$ cat src/rtl/line_pkg.sv
// Shared definitions for the line setup stage: coordinate/colour widths,
// screen limits and the setup state encoding.
package line_pkg;

  localparam int COORD_W      = 9;
  localparam int SCREEN_MAX_X = 319;
  localparam int SCREEN_MAX_Y = 239;
  localparam int COLOR_W      = 3;

  typedef enum logic [2:0] {
    ST_IDLE,
    ST_DIFF,
    ST_SWAPXY,
    ST_ORDER,
    ST_START,
    ST_RELEASE
  } line_setup_state_t;

endpackage

$ cat src/rtl/abs_diff.sv
// Unsigned absolute difference |a-b|, computed as max-min so it never wraps.
module abs_diff #(
  parameter int WIDTH = 9
) (
  input  logic [WIDTH-1:0] a,
  input  logic [WIDTH-1:0] b,
  output logic [WIDTH-1:0] y
);

  // Subtract the smaller operand from the larger one
  always_comb begin
    y = (a > b) ? (a - b) : (b - a);
  end

endmodule

$ cat src/rtl/line_setup.sv
// line_setup: normalises a raw line request for the Bresenham drawer.
// The line is made shallow (x/y swap, flagged by steep) and its endpoints
// ordered so realx0 <= realx1; stt is then held for the whole draw and
// released on draw_done.
// Optional build macro LINE_SETUP_CLIP_EN: clamp captured coordinates to
// MAX_X / MAX_Y before the difference step.
module line_setup
  import line_pkg::*;
#(
  parameter int WIDTH = COORD_W,
  parameter int MAX_X = SCREEN_MAX_X,
  parameter int MAX_Y = SCREEN_MAX_Y
) (
  input  logic               CLOCK_50,
  input  logic               reset,
  input  logic               in_valid,
  output logic               in_ready,
  input  logic [WIDTH-1:0]   in_x0,
  input  logic [WIDTH-1:0]   in_y0,
  input  logic [WIDTH-1:0]   in_x1,
  input  logic [WIDTH-1:0]   in_y1,
  input  logic [COLOR_W-1:0] in_color,
  input  logic               draw_done,
  output logic               stt,
  output logic               steep,
  output logic [WIDTH-1:0]   realx0,
  output logic [WIDTH-1:0]   realy0,
  output logic [WIDTH-1:0]   realx1,
  output logic [WIDTH-1:0]   realy1,
  output logic [COLOR_W-1:0] color_out,
  output logic               busy
);

`ifdef LINE_SETUP_CLIP_EN
  localparam bit CLIP_EN = 1'b1;
`else
  localparam bit CLIP_EN = 1'b0;
`endif

  localparam logic [WIDTH-1:0] LIM_X = WIDTH'(MAX_X);
  localparam logic [WIDTH-1:0] LIM_Y = WIDTH'(MAX_Y);

  line_setup_state_t state_reg, state_next;

  // working copy of the request
  logic [WIDTH-1:0]   x0_reg, y0_reg, x1_reg, y1_reg;
  logic [COLOR_W-1:0] color_reg;
  logic [WIDTH-1:0]   adx_reg, ady_reg;
  logic               steep_work_reg;

  // published results
  logic [WIDTH-1:0]   realx0_reg, realy0_reg, realx1_reg, realy1_reg;
  logic [COLOR_W-1:0] color_out_reg;
  logic               steep_reg;
  logic               stt_reg;

  logic [WIDTH-1:0] cap_x0, cap_y0, cap_x1, cap_y1;
  logic [WIDTH-1:0] adx, ady;

  // Capture-time clamping; folds away to a pass-through when clipping is off
  always_comb begin
    cap_x0 = (CLIP_EN && (in_x0 > LIM_X)) ? LIM_X : in_x0;
    cap_y0 = (CLIP_EN && (in_y0 > LIM_Y)) ? LIM_Y : in_y0;
    cap_x1 = (CLIP_EN && (in_x1 > LIM_X)) ? LIM_X : in_x1;
    cap_y1 = (CLIP_EN && (in_y1 > LIM_Y)) ? LIM_Y : in_y1;
  end

  abs_diff #(.WIDTH(WIDTH)) u_abs_dx (.a(x0_reg), .b(x1_reg), .y(adx));
  abs_diff #(.WIDTH(WIDTH)) u_abs_dy (.a(y0_reg), .b(y1_reg), .y(ady));

  // State register
  always_ff @(posedge CLOCK_50 or posedge reset) begin
    if (reset) state_reg <= ST_IDLE;
    else       state_reg <= state_next;
  end

  // Next-state logic: fixed three-step setup, then hold until the drawer finishes
  always_comb begin
    state_next = state_reg;
    case (state_reg)
      ST_IDLE:    if (in_valid) state_next = ST_DIFF;
      ST_DIFF:    state_next = ST_SWAPXY;
      ST_SWAPXY:  state_next = ST_ORDER;
      ST_ORDER:   state_next = ST_START;
      ST_START:   if (draw_done) state_next = ST_RELEASE;
      ST_RELEASE: if (!draw_done) state_next = ST_IDLE;
      default:    state_next = ST_IDLE;
    endcase
  end

  // Datapath: capture, difference, octant swap, endpoint ordering, stt hold
  always_ff @(posedge CLOCK_50 or posedge reset) begin
    if (reset) begin
      x0_reg         <= '0;
      y0_reg         <= '0;
      x1_reg         <= '0;
      y1_reg         <= '0;
      color_reg      <= '0;
      adx_reg        <= '0;
      ady_reg        <= '0;
      steep_work_reg <= 1'b0;
      realx0_reg     <= '0;
      realy0_reg     <= '0;
      realx1_reg     <= '0;
      realy1_reg     <= '0;
      color_out_reg  <= '0;
      steep_reg      <= 1'b0;
      stt_reg        <= 1'b0;
    end else begin
      case (state_reg)
        ST_IDLE: begin
          if (in_valid) begin
            x0_reg    <= cap_x0;
            y0_reg    <= cap_y0;
            x1_reg    <= cap_x1;
            y1_reg    <= cap_y1;
            color_reg <= in_color;
          end
        end
        ST_DIFF: begin
          adx_reg <= adx;
          ady_reg <= ady;
        end
        ST_SWAPXY: begin
          // strict compare: 45-degree lines stay non-steep
          steep_work_reg <= (ady_reg > adx_reg);
          if (ady_reg > adx_reg) begin
            x0_reg <= y0_reg;
            y0_reg <= x0_reg;
            x1_reg <= y1_reg;
            y1_reg <= x1_reg;
          end
        end
        ST_ORDER: begin
          if (x0_reg > x1_reg) begin
            realx0_reg <= x1_reg;
            realy0_reg <= y1_reg;
            realx1_reg <= x0_reg;
            realy1_reg <= y0_reg;
          end else begin
            realx0_reg <= x0_reg;
            realy0_reg <= y0_reg;
            realx1_reg <= x1_reg;
            realy1_reg <= y1_reg;
          end
          steep_reg     <= steep_work_reg;
          color_out_reg <= color_reg;
        end
        default: ;
      endcase
      // stt rises the edge after START is entered and drops the edge after draw_done
      stt_reg <= (state_reg == ST_START) && !draw_done;
    end
  end

  assign in_ready  = (state_reg == ST_IDLE);
  assign busy      = (state_reg != ST_IDLE);
  assign stt       = stt_reg;
  assign steep     = steep_reg;
  assign realx0    = realx0_reg;
  assign realy0    = realy0_reg;
  assign realx1    = realx1_reg;
  assign realy1    = realy1_reg;
  assign color_out = color_out_reg;

endmodule

$ cat config.mk
export PLATFORM = sky130hd
export DESIGN_NAME = line_setup
export DESIGN_NICKNAME = d
export VERILOG_FILES = /design/src/rtl/line_pkg.sv /design/src/rtl/abs_diff.sv /design/src/rtl/line_setup.sv
export SDC_FILE = /design/constraint.sdc
export NUM_CORES = 1
export LEC_CHECK = 0
export ABC_AREA = 0
export CAP_MARGIN = 25
export CORE_ASPECT_RATIO = 0.75
export CORE_UTILIZATION = 30
export CTS_BUF_LIST = sky130_fd_sc_hd__clkbuf_2
export DETAILED_ROUTE_END_ITERATION = 10
export PLACE_DENSITY = 0.56
export RECOVER_POWER = 100
export SYNTH_ARGS = -nofsm -noshare
export SYNTH_HDL_FRONTEND = slang
export SYNTH_HIERARCHICAL = 1
export SYNTH_SLANG_ARGS = --single-unit
$ cat constraint.sdc
create_clock -name CLOCK_50 -period 8.4 [get_ports CLOCK_50]
set_clock_uncertainty 0.2 [all_clocks]
set_input_delay 1.26 -clock CLOCK_50 [delete_from_list [all_inputs] [get_ports CLOCK_50]]
set_output_delay 1.26 -clock CLOCK_50 [all_outputs]
set_load 0.05 [all_outputs]
==> flow_metrics.py, run 1 <==
metrics = {
    "setup_path": {
        "cp.depth": 6,
        "cp_cell_sequence": "nor3b_4, clkbuf_1, o31ai_2, o21ai_4, clkbuf_1, mux2_2",
        "cp_top_family": "buffers and inverters",
        "required_ns": 8.76,
        "crit_buf_inv": 2,
        "regToRegSetupSlack_ns": 2.96,
        "slowest_delay_ns": 1.67,
        "worstPathArrival_ns": 5.79,
        "cp_slowest_cell": "clkbuf_1",
        "setup.worst_path.end_class": "flop",
        "critPathLaunchType": "flop",
        "critPathMaxFanout": 38,
        "cp_common_cell": "clkbuf_1",
        "reg2reg_depth": 6,
        "worstSetupPathType": "reg2reg",
        "reg2reg_to": "y1_reg[6]$_DFFE_PP0P_",
        "worstReg2RegStart": "state_reg[0]$_DFFE_PP0P_",
    },
    "cts": {
        "clk-insertion-delay-late_ns": 0.63,
        "clock_sinks": 102,
        "cts_made_buffers": 9,
        "cts_setup_buffers": 0,
        "root_buffer": "clkbuf_2",
        "ctsResizeCount": 0,
        "max-clock-path-buffers": 2,
        "path_clk_slew_ns": 0.30,
        "htree_levels": 3,
        "holdBufCountCts": 0,
        "cts_tree": "built",
    },
    "synthesis": {
        "async_flop_share": 1.00,
        "synth_area_per_cell_um2": 10.7,
        "synthDistinctLibCells": 57,
        "ys_top_cells_by_count": "102 x dfrtp_1, 91 x nand2_1, 63 x inv_1, 52 x ha_1, 52 x mux2i_1",
        "synth_edf_count": 0,
        "yosysWarningCount": 6,
        "synth.mux.area_fraction": 0.259,
        "synthesis.area_um2": 7030,
        "synth_top_cell_area_share": 0.363,
        "synth_compound_area_frac": 0.0899,
        "synth_area_leaders": "dfrtp_1 36%, mux2_4 10%, ha_1 9.3%",
        "synth_xor_area_frac": 0.0137,
        "ys.flop_type": "dfrtp_1",
        "synth.net_count": 757,
        "synth-adder-area-share": 0.104,
        "synth_top_area_cell": "dfrtp_1",
        "synth_seq_cells": 102,
        "synth_seq_area_share": 0.363,
        "synth_top_family_by_area": "multiplexers",
        "yosys.area_share.simple": 0.107,
        "yosysMostFrequentCell": "dfrtp_1",
        "syn_inst": 658,
    },
    "min_path": {
        "hold_end": "color_out[1]$_DFFE_PP0N_",
        "min_from": "color_reg[1]$_DFFE_PP0P_",
        "min_path_cells": 2,
        "hp-class": "reg2reg",
    },
    "floorplanning": {
        "rows": 48,
        "fp.dieH_um": 135,
        "die-area_um2": 24000,
        "io_pins": 86,
        "core-area_um2": 23000,
        "die_x_um": 179,
        "start_util": 0.305,
    },
    "sta": {
        "slew_headroom": -0.759,
        "setup_tns_ns": 0,
        "fin_ws_ns": 2.96,
        "setup_violations": 0,
        "worst_pin_slew_ns": 2.62,
        "fmax_mhz": 184,
        "slew_violations": 230,
        "period_needed_ns": 5.44,
        "fin_crit_sh": 0.647,
        "rsz0062_at_grt": "false",
        "hold_viol": 0,
    },
    "cells_and_area": {
        "area_growth_pct": 13.8,
        "n_antenna_cell": 0,
        "fin_area_um2": 8000,
        "stdcell_count": 1039,
        "multi_input_area_um2": 3810,
        "final_net_count": 833,
        "fill_cells": 2371,
        "drive_gt1_frac": 0.114,
        "regArea_um2": 2550,
    },
    "grt": {
        "grt_use_total": 0.152,
        "grt_overflow": 0,
        "use_met2": 0.220,
        "grt.busiest_layer": "met1",
        "grt_use_met3": 0.0321,
        "grt_util_met1": 0.232,
        "grt_max_degree": 57,
        "antenna_found_initial": 0,
        "grt_pass1_vias": 4867,
        "grt_pass1_wl_um": 28000,
    },
    "detailed_routing": {
        "drt-initial-drc-count": 283,
        "drt-total-wl_um": 17300,
        "wl_per_cell_um": 16.7,
        "ant_nets": 0,
        "dr_total_vias": 4932,
        "drtPass1Iterations": 4,
        "avgViaCountPerCell": 4.75,
        "drc": 0,
    },
    "placement": {
        "dpl-instance-area_um2": 8130,
        "dpl.hpwl_um": 12700,
        "place_congestion": 0.816,
        "dpl_worst_slack_ns": 5.14,
        "port_buffers": 85,
        "dp_cells": 1023,
    },
    "status": {
        "status": "finished, violations left",
        "violations": "capacitance limit, slew limit",
    },
    "job": {
        "maxCapViolations": 5,
    },
}
==> layout make-up <==
type | count | area share
multi-input cells | 465 | 0.476
flip-flops and latches | 102 | 0.319
repair buffers | 92 | 0.112
well taps | 300 | 0.0469
inverters | 64 | 0.0302
clock inverters | 7 | 0.00970
clock buffers | 9 | 0.00563
==> worst max-delay path by stage <==
| stage | start | endpoint | slack, ns |
|---|---|---|---|
| final | state_reg[0]$_DFFE_PP0P_ | y1_reg[6]$_DFFE_PP0P_ | 2.96 |
| after floorplan | reset | adx_reg[0]$_DFFE_PP0N_ | 4.26 |
| after CTS | state_reg[0]$_DFFE_PP0P_ | in_ready | 4.42 |
| after detailed placement | in_valid | y1_reg[6]$_DFFE_PP0P_ | 5.14 |
| after global placement | in_valid | y1_reg[6]$_DFFE_PP0P_ | 5.13 |
| after global routing | reset | ady_reg[4]$_DFFE_PP0N_ | 2.40 |
==> layout by cell type (no fill, tap or decap), types with 4 or more instances in the layout <==
cell / Yosys / routed
inv_6: 0 / 4
ha_1: 52 / 52
clkbuf_1: 6 / 5
nor2b_1: 5 / 5
mux2i_1: 52 / 52
o21ai_0: 36 / 37
clkbuf_2: 0 / 9
a21oi_1: 18 / 18
a21boi_0: 4 / 4
nand4_1: 4 / 4
dlygate4sd3_1: 0 / 46
a21o_1: 6 / 6
clkdlybuf4s50_1: 0 / 39
mux2_2: 49 / 49
mux2_1: 4 / 51
nand2b_1: 5 / 5
a31oi_1: 4 / 4
and4_1: 4 / 4
nor2_1: 12 / 14
inv_1: 63 / 62
nor3_1: 5 / 5
xor2_1: 8 / 8
o21bai_1: 5 / 5
fa_1: 4 / 4
dfrtp_1: 102 / 102
nand2_1: 91 / 92
==> metrics by stage <==
step,utilization,hold slack [ns]
final,0.348,0.303
after global routing,0.348,0.326
after CTS,0.359,0.307
after detailed placement,0.353,0.251
after global placement,0.352,0.241
after floorplan,-,0.233
==> per-layer routing <==
metal | part of all wire | up-vias
li1 | - | 2419
met1 | 0.52 | 2390
met2 | 0.42 | 115
met3 | 0.049 | 8
met4 | 0.0063 | 0
met5 | 0 | -
==> worst min-delay path: stages, from the launching register on <==
cell and delay, ns:
dfrtp_1 0.40, nand2_1 0.05, nand2_1 0.05
==> cells by family (layout without fill, tap and decap cells) <==
group | Yosys count | after routing
fa+ha+maj | 56 | 56
buf+inv | 91 | 172
xor+xnor | 11 | 11
mux | 152 | 152
flops | 102 | 102
simple gates | 148 | 148
compound gates | 98 | 98
Power of run 1 is left out: the tool's default activity adds up to more than one toggle a clock period on the data nets, which glitch-free logic cannot reach.
==> run 2, diff against run 1 <==
==> constraint.sdc (replaced) <==
create_clock -name CLOCK_50 -period 5.6 [get_ports CLOCK_50]
set_clock_uncertainty 0.2 [all_clocks]
set_input_delay 0.84 -clock CLOCK_50 [delete_from_list [all_inputs] [get_ports CLOCK_50]]
set_output_delay 0.84 -clock CLOCK_50 [all_outputs]
set_load 0.05 [all_outputs]
==> flow_metrics.py, run 2 (synthesis results as in run 1) <==
metrics = {
    "detailed_routing": {
        "ant_nets": 0,
        "avgViaCountPerCell": 4.71,
        "dr_total_vias": 4896,
        "wl_per_cell_um": 16.8,
        "drtPass1Iterations": 4,
        "drt-total-wl_um": 17500,
        "drt-initial-drc-count": 250,
        "drc": 0,
    },
    "grt": {
        "grt_use_total": 0.151,
        "grt_pass1_vias": 4633,
        "grt_overflow": 0,
        "antenna_found_initial": 1,
        "grt_pass1_wl_um": 27600,
        "grt_max_degree": 63,
    },
    "cts": {
        "htree_levels": 3,
        "cts_tree": "built",
        "max-clock-path-buffers": 2,
        "holdBufCountCts": 0,
        "cts_setup_buffers": 0,
        "root_buffer": "clkbuf_2",
        "clk-insertion-delay-late_ns": 0.65,
        "path_clk_slew_ns": 0.31,
        "cts_made_buffers": 9,
        "clock_sinks": 102,
        "ctsResizeCount": 0,
    },
    "setup_path": {
        "critPathMaxFanout": 38,
        "worstPathArrival_ns": 4.62,
        "setup.worst_path.end_class": "flop",
        "cp_cell_sequence": "nor3b_4, clkbuf_1, o31ai_2, o21ai_4, buf_4, mux2_1",
        "reg2reg_depth": 6,
        "worstSetupPathType": "reg2reg",
        "required_ns": 5.92,
        "cp_slowest_cell": "clkbuf_1",
        "slowest_delay_ns": 1.71,
        "critPathLaunchType": "flop",
    },
    "min_path": {
        "hp-class": "reg2reg",
        "min_path_cells": 2,
    },
    "floorplanning": {
        "fp.dieH_um": 135,
        "die-area_um2": 24000,
        "die_x_um": 179,
        "core-area_um2": 23000,
        "io_pins": 86,
        "rows": 48,
        "start_util": 0.305,
    },
    "status": {
        "status": "finished, violations left",
        "violations": "capacitance limit, slew limit",
    },
    "sta": {
        "fin_crit_sh": 0.768,
        "setup_violations": 0,
        "rsz0062_at_grt": "false",
        "slew_headroom": -0.938,
        "hold_viol": 0,
        "fmax_mhz": 233,
        "setup_tns_ns": 0,
        "period_needed_ns": 4.30,
        "slew_violations": 151,
        "worst_pin_slew_ns": 2.89,
    },
    "cells_and_area": {
        "drive_gt1_frac": 0.115,
        "area_growth_pct": 14.1,
        "layout_common_cells": "102 x dfrtp_1, 92 x nand2_1, 63 x inv_1",
        "final_net_count": 833,
        "layout_commonest_cell": "dfrtp_1",
        "fill_cells": 2365,
    },
    "placement": {
        "port_buffers": 85,
        "dpl.hpwl_um": 12900,
        "place_congestion": 0.826,
    },
    "job": {
        "maxCapViolations": 3,
    },
}
==> run 2: final cells by class <==
cell class	instances	area (µm²)	share of cell area
well taps	300	375	0.0468
diodes	1	2.50	0.000312
repair buffers	92	902	0.113
inverters	64	241	0.0301
clock inverters	7	91.3	0.0114
multi-input cells	465	3810	0.475
flip-flops and latches	102	2550	0.318
clock buffers	9	45.0	0.00562
==> run 2: stage by stage <==
step / setup slack (ns) / area (µm²) / utilization / hold slack [ns] / instances
3_3_place_gp: 2.50 / 8110 / 0.352 / 0.244 / 1022
6_report: 1.30 / 8020 / 0.349 / 0.308 / 1040
4_1_cts: 2.03 / 8260 / 0.359 / 0.307 / 1039
2_1_floorplan: 1.88 / 7030 / - / 0.233 / 658
5_1_grt: 1.03 / 8020 / 0.349 / 0.346 / 1040
3_5_place_dp: 2.67 / 8130 / 0.353 / 0.248 / 1023
==> run 2: routing by layer <==
metal | vias to the layer above | global-route usage | wire, µm
met5 | - | 0 | 0
met1 | 2362 | 0.237 | 9440
li1 | 2421 | - | -
met3 | 7 | 0.0273 | 652
met2 | 106 | 0.214 | 7300
met4 | 0 | 0.0240 | 90
==> run 2: path summary, 6_finish.rpt <==
check | to | slack [ns] | from
setup / recovery | y0_reg[2]$_DFFE_PP0P_ | 1.30 | state_reg[0]$_DFFE_PP0P_
setup reg to reg | y0_reg[2]$_DFFE_PP0P_ | 1.30 | state_reg[0]$_DFFE_PP0P_
min in group asynchronous | realy0[4]$_DFFE_PP0N_ | 1.21 | reset
hold / removal | color_out[1]$_DFFE_PP0N_ | 0.31 | color_reg[1]$_DFFE_PP0P_
hold reg to reg | color_out[1]$_DFFE_PP0N_ | 0.31 | color_reg[1]$_DFFE_PP0P_
max in group asynchronous | adx_reg[8]$_DFFE_PP0N_ | 1.98 | reset
==> run 2: critical path: cells and delay by family, from the launching register on <==
| kind | cells | cell delay, ns |
|---|---|---|
| compound gates | 2 | 0.60 |
| buf+inv | 2 | 2.19 |
| mux | 1 | 0.38 |
| flops | 1 | 0.56 |
| simple gates | 1 | 0.21 |
Power of run 2 is left out for the same reason.
==> run 3, diff against run 2 <==
--- a/config.mk
+++ b/config.mk
@@ -11,7 +11,7 @@
 export CORE_UTILIZATION = 30
 export CTS_BUF_LIST = sky130_fd_sc_hd__clkbuf_2
 export DETAILED_ROUTE_END_ITERATION = 10
-export PLACE_DENSITY = 0.56
+export PLACE_DENSITY = 0.58
 export RECOVER_POWER = 100
 export SYNTH_ARGS = -nofsm -noshare
 export SYNTH_HDL_FRONTEND = slang
==> constraint.sdc (replaced) <==
create_clock -name CLOCK_50 -period 3.6 [get_ports CLOCK_50]
set_clock_uncertainty 0.2 [all_clocks]
set_input_delay 0.54 -clock CLOCK_50 [delete_from_list [all_inputs] [get_ports CLOCK_50]]
set_output_delay 0.54 -clock CLOCK_50 [all_outputs]
set_load 0.05 [all_outputs]
==> flow_metrics.py, run 3 (synthesis results as in run 1) <==
metrics = {
    "setup_path": {
        "crit_buf_inv": 2,
        "setup.worst_path.end_class": "primary output",
        "regToRegSetupSlack_ns": 0.38,
        "reg2reg_depth": 7,
        "critPathMaxFanout": 9,
        "cp_top_family": "buffers and inverters",
        "critPathLaunchType": "flop",
        "cp_slowest_cell": "dlygate4sd3_1",
        "worstReg2RegStart": "x0_reg[2]$_DFFE_PP0P_",
        "slowest_delay_ns": 0.86,
        "cp-startpoint": "state_reg[0]$_DFFE_PP0P_",
        "required_ns": 2.86,
        "worstSetupPathType": "reg2out",
        "cp_cell_sequence": "or3_1, inv_1, dlygate4sd3_1",
        "worstPathArrival_ns": 2.55,
        "reg2reg_to": "realx1[2]$_DFFE_PP0N_",
    },
    "cts": {
        "ctsResizeCount": 0,
        "cts_tree": "built",
        "clock_sinks": 102,
        "path_clk_slew_ns": 0.36,
        "htree_levels": 3,
        "root_buffer": "clkbuf_2",
        "cts_made_buffers": 9,
        "clk-insertion-delay-late_ns": 0.67,
        "max-clock-path-buffers": 2,
        "cts_setup_buffers": 0,
        "holdBufCountCts": 0,
    },
    "placement": {
        "dpl.hpwl_um": 13100,
        "port_buffers": 85,
        "place_congestion": 0.885,
    },
    "floorplanning": {
        "rows": 48,
        "die-area_um2": 24000,
        "die_x_um": 179,
        "io_pins": 86,
        "fp.dieH_um": 135,
        "start_util": 0.305,
        "core-area_um2": 23000,
    },
    "cells_and_area": {
        "fin_util": 0.351,
        "final_net_count": 835,
        "layout_common_cells": "102 x dfrtp_1, 92 x nand2_1, 63 x inv_1",
        "drive_gt1_frac": 0.116,
        "layout_commonest_cell": "dfrtp_1",
        "fill_cells": 2354,
        "area_growth_pct": 15.0,
    },
    "detailed_routing": {
        "ant_nets": 0,
        "drt-total-wl_um": 17600,
        "wl_per_cell_um": 16.9,
        "avgViaCountPerCell": 4.71,
        "drc": 0,
        "drt-initial-drc-count": 243,
        "drtPass1Iterations": 5,
        "dr_total_vias": 4910,
    },
    "grt": {
        "grt_pass1_wl_um": 28300,
        "grt_max_degree": 49,
        "antenna_found_initial": 1,
        "grt_pass1_vias": 4856,
        "grt_use_total": 0.154,
        "grt_overflow": 0,
    },
    "sta": {
        "timing.hold.ws_ns": 0.276,
        "period_needed_ns": 3.29,
        "fin_crit_sh": 0.915,
        "fmax_mhz": 304,
        "hold_viol": 0,
        "worst_pin_slew_ns": 1.82,
        "setup_tns_ns": 0,
        "setup_violations": 0,
        "slew_headroom": -0.221,
        "rsz0062_at_grt": "false",
        "slew_violations": 42,
    },
    "min_path": {
        "min_path_cells": 3,
        "hold_end": "x1_reg[7]$_DFFE_PP0P_",
        "min_from": "in_x1[7]",
        "hp-class": "in2reg",
    },
    "job": {
        "maxCapViolations": 1,
    },
    "status": {
        "violations": "capacitance limit, slew limit",
        "status": "finished, violations left",
    },
}
[run 3: changes by cell type in the layout (fill, tap and decap cells not counted), moves of 2 or more]
cell and change:
o21ai_1 -2, and4bb_4 -2, o21ai_0 +2, nor2_8 +2
and4bb_1 +2
[run 3: worst min-delay path: cells and delay by family]
| kind | cells | cell delay, ns |
|---|---|---|
| mux | 2 | 0.22 |
| buf+inv | 1 | 0.41 |
[run 3: how the worst max path moves through the flow]
| stage | slack (ns) | cells past startpoint | end |
|---|---|---|---|
| 3_3_place_gp | 0.75 | 7 | realy0[8]$_DFFE_PP0N_ |
| 5_1_grt | 0.14 | 3 | in_ready |
| 4_1_cts | 0.31 | 3 | in_ready |
| 2_1_floorplan | 0.18 | 1 | adx_reg[0]$_DFFE_PP0N_ |
| 6_report | 0.31 | 3 | in_ready |
| 3_5_place_dp | 0.69 | 7 | realy1[8]$_DFFE_PP0N_ |
[run 3: final cells by class]
class,instances,area [µm²],area share
inverters,64,241,0.0299
well taps,300,375,0.0465
repair buffers,94,936,0.116
flip-flops and latches,102,2550,0.316
multi-input cells,465,3830,0.474
clock buffers,9,45.0,0.00557
diodes,1,2.50,0.000310
clock inverters,7,100,0.0124
[run 3: routing by layer]
layer | vias to the layer above | GRT usage | share of wire
met5 | - | 0 | 0
met4 | 0 | 0.0282 | 0.0083
met3 | 9 | 0.0327 | 0.040
met2 | 103 | 0.227 | 0.43
met1 | 2376 | 0.229 | 0.52
li1 | 2422 | - | -
[run 3: through the flow]
stage	setup slack, ns	cell area (µm²)	std cells
6_report	0.305	8080	1042
3_5_place_dp	0.688	8160	1024
2_1_floorplan	0.185	7030	658
3_3_place_gp	0.751	8160	1024
4_1_cts	0.307	8300	1040
5_1_grt	0.136	8080	1042
Power of run 3 is left out for the same reason.
